==> config.mk <==
export PLATFORM = sky130hd
export DESIGN_NAME = pipeline_stall_ctrl
export DESIGN_NICKNAME = d
export VERILOG_FILES = /design/src/rtl/pipeline_stall_ctrl.sv
export SDC_FILE = /design/constraint.sdc
export NUM_CORES = 1
export LEC_CHECK = 0
export ABC_CLOCK_PERIOD_IN_PS = 2300
export CAP_MARGIN = 20
export CORE_MARGIN = 2
export CORE_UTILIZATION = 47
export CTS_BUF_LIST = sky130_fd_sc_hd__clkbuf_8
export CTS_CLUSTER_DIAMETER = 50
export DETAILED_ROUTE_END_ITERATION = 7
export PLACE_DENSITY = 0.81
export SLEW_MARGIN = 0
export SYNTH_ARGS = -nofsm -noshare
export SYNTH_HDL_FRONTEND = slang
export SYNTH_SLANG_ARGS = --single-unit
==> constraint.sdc <==
create_clock -name CLK -period 2.3 [get_ports CLK]
set_input_delay 0.46 -clock CLK [delete_from_list [all_inputs] [get_ports CLK]]
set_output_delay 0.46 -clock CLK [all_outputs]
set_load 0.01 [all_outputs]
==> src/rtl/pipeline_stall_ctrl.sv <==
// Load-use / mul-div stall and flush controller for the RV32IM pipeline.
// Optional macro STALL_PERF_CNT_EN adds 32-bit stall/flush performance counters.
module pipeline_stall_ctrl #(
    parameter int MAX_MD_CYCLES = 40,
    parameter int CNT_W         = 6
) (
    input  logic       CLK,
    input  logic       RESET,
    input  logic       BUBBLE,
    input  logic [1:0] FRWD_RS1_WB,
    input  logic [1:0] FRWD_RS2_WB,
    input  logic       FORWARD_MEMORY,
    input  logic       MD_START,
    input  logic       MD_DONE,
    input  logic       BRANCH_TAKEN,
    output logic       PC_WRITE,
    output logic       IFID_WRITE,
    output logic       IFID_FLUSH,
    output logic       IDEX_WRITE,
    output logic       IDEX_FLUSH,
    output logic       EXMEM_FLUSH,
    output logic [1:0] FRWD_RS1_SEL,
    output logic [1:0] FRWD_RS2_SEL,
    output logic       FORWARD_MEMORY_Q,
    output logic       MD_TIMEOUT
`ifdef STALL_PERF_CNT_EN
    ,
    output logic [31:0] LOAD_STALL_CNT,
    output logic [31:0] MD_STALL_CNT,
    output logic [31:0] FLUSH_CNT
`endif
);

    typedef enum logic [1:0] {
        ST_RUN      = 2'd0,
        ST_REPLAY   = 2'd1,
        ST_MD_STALL = 2'd2
    } state_t;

    state_t           r_state;
    state_t           w_state_nxt;
    logic [CNT_W-1:0] r_md_cnt;
    logic [CNT_W-1:0] w_md_cnt_nxt;
    logic [1:0]       r_rs1_sel;
    logic [1:0]       r_rs2_sel;
    logic [1:0]       w_rs1_sel_nxt;
    logic [1:0]       w_rs2_sel_nxt;
    logic             r_fwd_mem;
    logic             w_fwd_mem_nxt;
    logic             r_md_timeout;
    logic             w_md_timeout_nxt;
    logic             w_branch_hon;
    logic             w_load_stall;
    logic             w_md_cycle;

    always_comb begin
        w_state_nxt      = r_state;
        w_md_cnt_nxt     = r_md_cnt;
        w_rs1_sel_nxt    = FRWD_RS1_WB;
        w_rs2_sel_nxt    = FRWD_RS2_WB;
        w_fwd_mem_nxt    = FORWARD_MEMORY;
        w_md_timeout_nxt = r_md_timeout;
        w_branch_hon     = 1'b0;
        w_load_stall     = 1'b0;
        w_md_cycle       = 1'b0;
        PC_WRITE         = 1'b1;
        IFID_WRITE       = 1'b1;
        IDEX_WRITE       = 1'b1;
        IFID_FLUSH       = 1'b0;
        IDEX_FLUSH       = 1'b0;
        EXMEM_FLUSH      = 1'b0;

        case (r_state)
            ST_RUN: begin
                if (BRANCH_TAKEN) begin
                    w_branch_hon  = 1'b1;
                    IFID_FLUSH    = 1'b1;
                    IDEX_FLUSH    = 1'b1;
                    w_rs1_sel_nxt = 2'b00;
                    w_rs2_sel_nxt = 2'b00;
                    w_fwd_mem_nxt = 1'b0;
                end else if (MD_START && !MD_DONE) begin
                    PC_WRITE      = 1'b0;
                    IFID_WRITE    = 1'b0;
                    IDEX_WRITE    = 1'b0;
                    EXMEM_FLUSH   = 1'b1;
                    w_md_cnt_nxt  = '0;
                    w_rs1_sel_nxt = r_rs1_sel;
                    w_rs2_sel_nxt = r_rs2_sel;
                    w_fwd_mem_nxt = r_fwd_mem;
                    w_state_nxt   = ST_MD_STALL;
                end else if (BUBBLE) begin
                    PC_WRITE     = 1'b0;
                    IFID_WRITE   = 1'b0;
                    IDEX_FLUSH   = 1'b1;
                    w_load_stall = 1'b1;
                    w_state_nxt  = ST_REPLAY;
                end
            end
            ST_REPLAY: begin
                if (BRANCH_TAKEN) begin
                    w_branch_hon  = 1'b1;
                    IFID_FLUSH    = 1'b1;
                    IDEX_FLUSH    = 1'b1;
                    w_rs1_sel_nxt = 2'b00;
                    w_rs2_sel_nxt = 2'b00;
                    w_fwd_mem_nxt = 1'b0;
                end
                w_state_nxt = ST_RUN;
            end
            ST_MD_STALL: begin
                w_md_cycle    = 1'b1;
                w_rs1_sel_nxt = r_rs1_sel;
                w_rs2_sel_nxt = r_rs2_sel;
                w_fwd_mem_nxt = r_fwd_mem;
                if (r_md_cnt != {CNT_W{1'b1}}) begin
                    w_md_cnt_nxt = r_md_cnt + 1'b1;
                end
                if (MD_DONE) begin
                    w_state_nxt = ST_RUN;
                end else if (r_md_cnt == CNT_W'(MAX_MD_CYCLES - 1)) begin
                    // Watchdog: release the pipeline as if the unit had finished.
                    w_md_timeout_nxt = 1'b1;
                    w_state_nxt      = ST_RUN;
                end else begin
                    PC_WRITE    = 1'b0;
                    IFID_WRITE  = 1'b0;
                    IDEX_WRITE  = 1'b0;
                    EXMEM_FLUSH = 1'b1;
                end
            end
            default: begin
                w_state_nxt = ST_RUN;
            end
        endcase

        if (RESET) begin
            PC_WRITE    = 1'b0;
            IFID_WRITE  = 1'b0;
            IDEX_WRITE  = 1'b0;
            IFID_FLUSH  = 1'b1;
            IDEX_FLUSH  = 1'b1;
            EXMEM_FLUSH = 1'b1;
        end
    end

    always_ff @(posedge CLK or posedge RESET) begin
        if (RESET) begin
            r_state      <= ST_RUN;
            r_md_cnt     <= '0;
            r_rs1_sel    <= 2'b00;
            r_rs2_sel    <= 2'b00;
            r_fwd_mem    <= 1'b0;
            r_md_timeout <= 1'b0;
        end else begin
            r_state      <= w_state_nxt;
            r_md_cnt     <= w_md_cnt_nxt;
            r_rs1_sel    <= w_rs1_sel_nxt;
            r_rs2_sel    <= w_rs2_sel_nxt;
            r_fwd_mem    <= w_fwd_mem_nxt;
            r_md_timeout <= w_md_timeout_nxt;
        end
    end

    assign FRWD_RS1_SEL     = r_rs1_sel;
    assign FRWD_RS2_SEL     = r_rs2_sel;
    assign FORWARD_MEMORY_Q = r_fwd_mem;
    assign MD_TIMEOUT       = r_md_timeout;

`ifdef STALL_PERF_CNT_EN
    logic [31:0] r_load_stall_cnt;
    logic [31:0] r_md_stall_cnt;
    logic [31:0] r_flush_cnt;

    always_ff @(posedge CLK or posedge RESET) begin
        if (RESET) begin
            r_load_stall_cnt <= '0;
            r_md_stall_cnt   <= '0;
            r_flush_cnt      <= '0;
        end else begin
            if (w_load_stall) r_load_stall_cnt <= r_load_stall_cnt + 32'd1;
            if (w_md_cycle)   r_md_stall_cnt   <= r_md_stall_cnt + 32'd1;
            if (w_branch_hon) r_flush_cnt      <= r_flush_cnt + 32'd1;
        end
    end

    assign LOAD_STALL_CNT = r_load_stall_cnt;
    assign MD_STALL_CNT   = r_md_stall_cnt;
    assign FLUSH_CNT      = r_flush_cnt;
`endif

endmodule

==> impl_metrics.env <==
export IMPL_power_share_clock=0.290
export IMPL_ys_ff_latch=14
export IMPL_end_kind="output port"
export IMPL_dp_cells=134
export IMPL_numCtsBuffers=3
export IMPL_vias_per_cell=5.66
export IMPL_power_frac_comb=0.291
export IMPL_htree_num_levels=1
export IMPL_design_core_area_um2=1490
export IMPL_synth_seq_area_share=0.477
export IMPL_worstPathMaxFanout=4
export IMPL_power_static_leakage_uw=0.000557
export IMPL_drive_above_1_share=0.298
export IMPL_hold_buffers=0
export IMPL_start_util=0.493
export IMPL_die_h_um=43.5
export IMPL_die_x_um=43.5
export IMPL_num_rows=14
export IMPL_fin_util=0.802
export IMPL_drtPass1Iterations=4
export IMPL_instances_no_fill=137
export IMPL_pwr_share_seq=0.419
export IMPL_grt_overflow_total=0
export IMPL_drt_iter0_drc=16
export IMPL_hold_class="flop to flop"
export IMPL_grt_usage=0.273
export IMPL_root_buffer="clkbuf_8"
export IMPL_grt_first_pass_wirelength_mm=3.77
export IMPL_dieArea_um2=1890
export IMPL_synth_cell_type_count=25
export IMPL_gp_congestion=0.872
export IMPL_hold_ws_ps=468
export IMPL_synth_nets=92
export IMPL_grt_max_degree=11
export IMPL_wire_per_inst_um=16.5
export IMPL_vias=775
export IMPL_powerDensity_nw_per_um2=581
export IMPL_crit_top_cell="nand2b_4"
export IMPL_dp_hpwl_mm=1.54
export IMPL_ys_warn_count=0
export IMPL_diodes=0
export IMPL_area_growth_pct=62.5
export IMPL_io_buffers=22
export IMPL_syn_inst=80
export IMPL_required_ps=1840
export IMPL_ant_nets=0
export IMPL_clk_path_buf_depth=2
export IMPL_avgSynthCellArea_um2=9.18
export IMPL_peakVddDrop_v=0.000444
export IMPL_netlist_area_um2=734
export IMPL_io_pins=23
export IMPL_cts_sinks=14
export IMPL_cts_setup_buffers=0
export IMPL_slowest_delay_ps=430
export IMPL_internal_power_uw=495
export IMPL_fin_crit_sh=0.971
export IMPL_tightest_slew_ps=415
export IMPL_path_clk_slew_ps=60
export IMPL_drc=0
export IMPL_crit_type="primary input to output port"
export IMPL_period_minus_slack_ps=2230
export IMPL_slew_headroom=0.722
export IMPL_p_sw_uw=198
export IMPL_rsz0062_at_grt="false"
export IMPL_maxCapViolCount=0
export IMPL_switching_share=0.286
export IMPL_worstPathCellList="dlygate4sd2_1 > nand2b_4 > or4_4 > o31ai_4 > nand2b_4 > clkdlybuf4s15_2"
export IMPL_finalSetupViolCount=0
export IMPL_grt_pass1_vias=854
export IMPL_setup_worst_path_start_class="primary input"
export IMPL_clock_latency_ps=240
export IMPL_fmax_ghz=0.448
export IMPL_fin_skew_ps=6.66
export IMPL_finalHoldViolCount=0
export IMPL_antenna_found_initial=0
export IMPL_power_uw=694
export IMPL_critPathSlowestCell="or4_4"
export IMPL_tritoncts="built"
export IMPL_status="finished, final reports clean"
export IMPL_crit_arrival_ps=1770
export IMPL_final_nets=135
export IMPL_drt_wl_total_mm=2.26
export IMPL_report_final_slew_viol_count=0
-- critical path, delay by kind of cell --
kind,cells,cell delay (ps)
compound gates,1,90
buf+inv,2,470
simple gates,3,750
-- metrics by stage --
step	setup WS, ps	instance area [µm²]	TNS (ps)
finish	67.3	1190	0
global route	5.35	1190	0
CTS	1.84	1170	0
detailed placement	-438	1100	-1720
global placement	-377	1100	-1450
floorplan	300	734	0
-- cell type report --
type                            instances  area [µm²]
Fill cell                              98         295
Multi-Input combinational cell         61         420
Timing Repair Buffer                   40         350
Inverter                                3        11.3
Sequential cell                        14         350
Clock buffer                            3        41.3
Tap cell                               16        20.0
-- routing by layer --
metal  global-route usage  share of wire  up-vias
met3               0.0417          0.039        2
met5                    0              0        -
met4               0.0727         0.0040        0
li1                     -              -      368
met2                0.528           0.53       21
met1                0.306           0.43      384
-- timing repair --
action,in CTS,in global routing
setup endpoints to repair,5,5
gates cloned,0,0
gates resized for setup,20,5
pin swaps,0,1
-- cell usage after synthesis --
master | instances | area (µm²)
and2b_2 | 1 | 8.76
ha_1 | 1 | 12.5
a21o_1 | 1 | 7.51
dfrtp_1 | 14 | 350
or3_1 | 4 | 25.0
nor4b_4 | 1 | 23.8
nor4_1 | 1 | 6.26
or4_1 | 1 | 7.51
nand2b_1 | 3 | 18.8
nor2_1 | 2 | 7.51
buf_4 | 1 | 7.51
inv_1 | 3 | 11.3
o31ai_1 | 1 | 7.51
or2_2 | 1 | 6.26
nand3_1 | 9 | 45.0
a21oi_1 | 4 | 20.0
buf_2 | 1 | 5.00
nor4b_1 | 1 | 8.76
nand2_1 | 11 | 41.3
and2_1 | 1 | 6.26
o21ai_0 | 13 | 65.1
a31oi_1 | 1 | 6.26
nor2_2 | 1 | 6.26
o22ai_4 | 1 | 20.0
nor3_1 | 2 | 10.0
-- cell families after synthesis --
group	share of synthesized area
adder cells (fa/ha/maj)	0.0170
AO/OA/AOI/OAI	0.172
AND/OR/NAND/NOR	0.302
flip-flops	0.477
buffers and inverters	0.0324
-- path summary, 6_finish.rpt --
check	slack [ps]	end	cells past startpoint	startpoint
min in group asynchronous	740	MD_TIMEOUT	3	RESET
max	70	EXMEM_FLUSH	6	MD_DONE
max reg2reg	490	r_md_cnt[5]	5	r_state[0]
max in group asynchronous	1360	r_md_cnt[0]	3	RESET
min reg2reg	470	MD_TIMEOUT	1	MD_TIMEOUT
min	470	MD_TIMEOUT	1	MD_TIMEOUT
-- state kept, by name, summed over array words and instances (netlist names) --
name / count
FORWARD_MEMORY_Q: 1
FRWD_RS1_SEL: 2
FRWD_RS2_SEL: 2
r_md_cnt: 6
r_state: 2
MD_TIMEOUT: 1
-- placed cells by master, fill, tap and decap left out, types with 2 or more instances in the layout --
master           count
buf_4               18
nand3_1              8
o21ai_0             13
nand2_1             11
dfrtp_1             14
clkbuf_8             3
or3_1                4
nor2_1               2
clkdlybuf4s15_1      2
a21oi_1              4
clkdlybuf4s50_1     14
dlygate4sd2_1        3
inv_1                3
nand2b_4             2
-- power groups by stage --
stage	Clock, µW	Sequential [µW]	Combinational [µW]
3_3_place_gp	0	290	187
4_1_cts	199	289	196
5_1_grt	211	293	220
6_report	201	291	202
3_5_place_dp	0	292	193
2_1_floorplan	0	300	68.3
No activity file was read; power rests on OpenSTA's default activity.
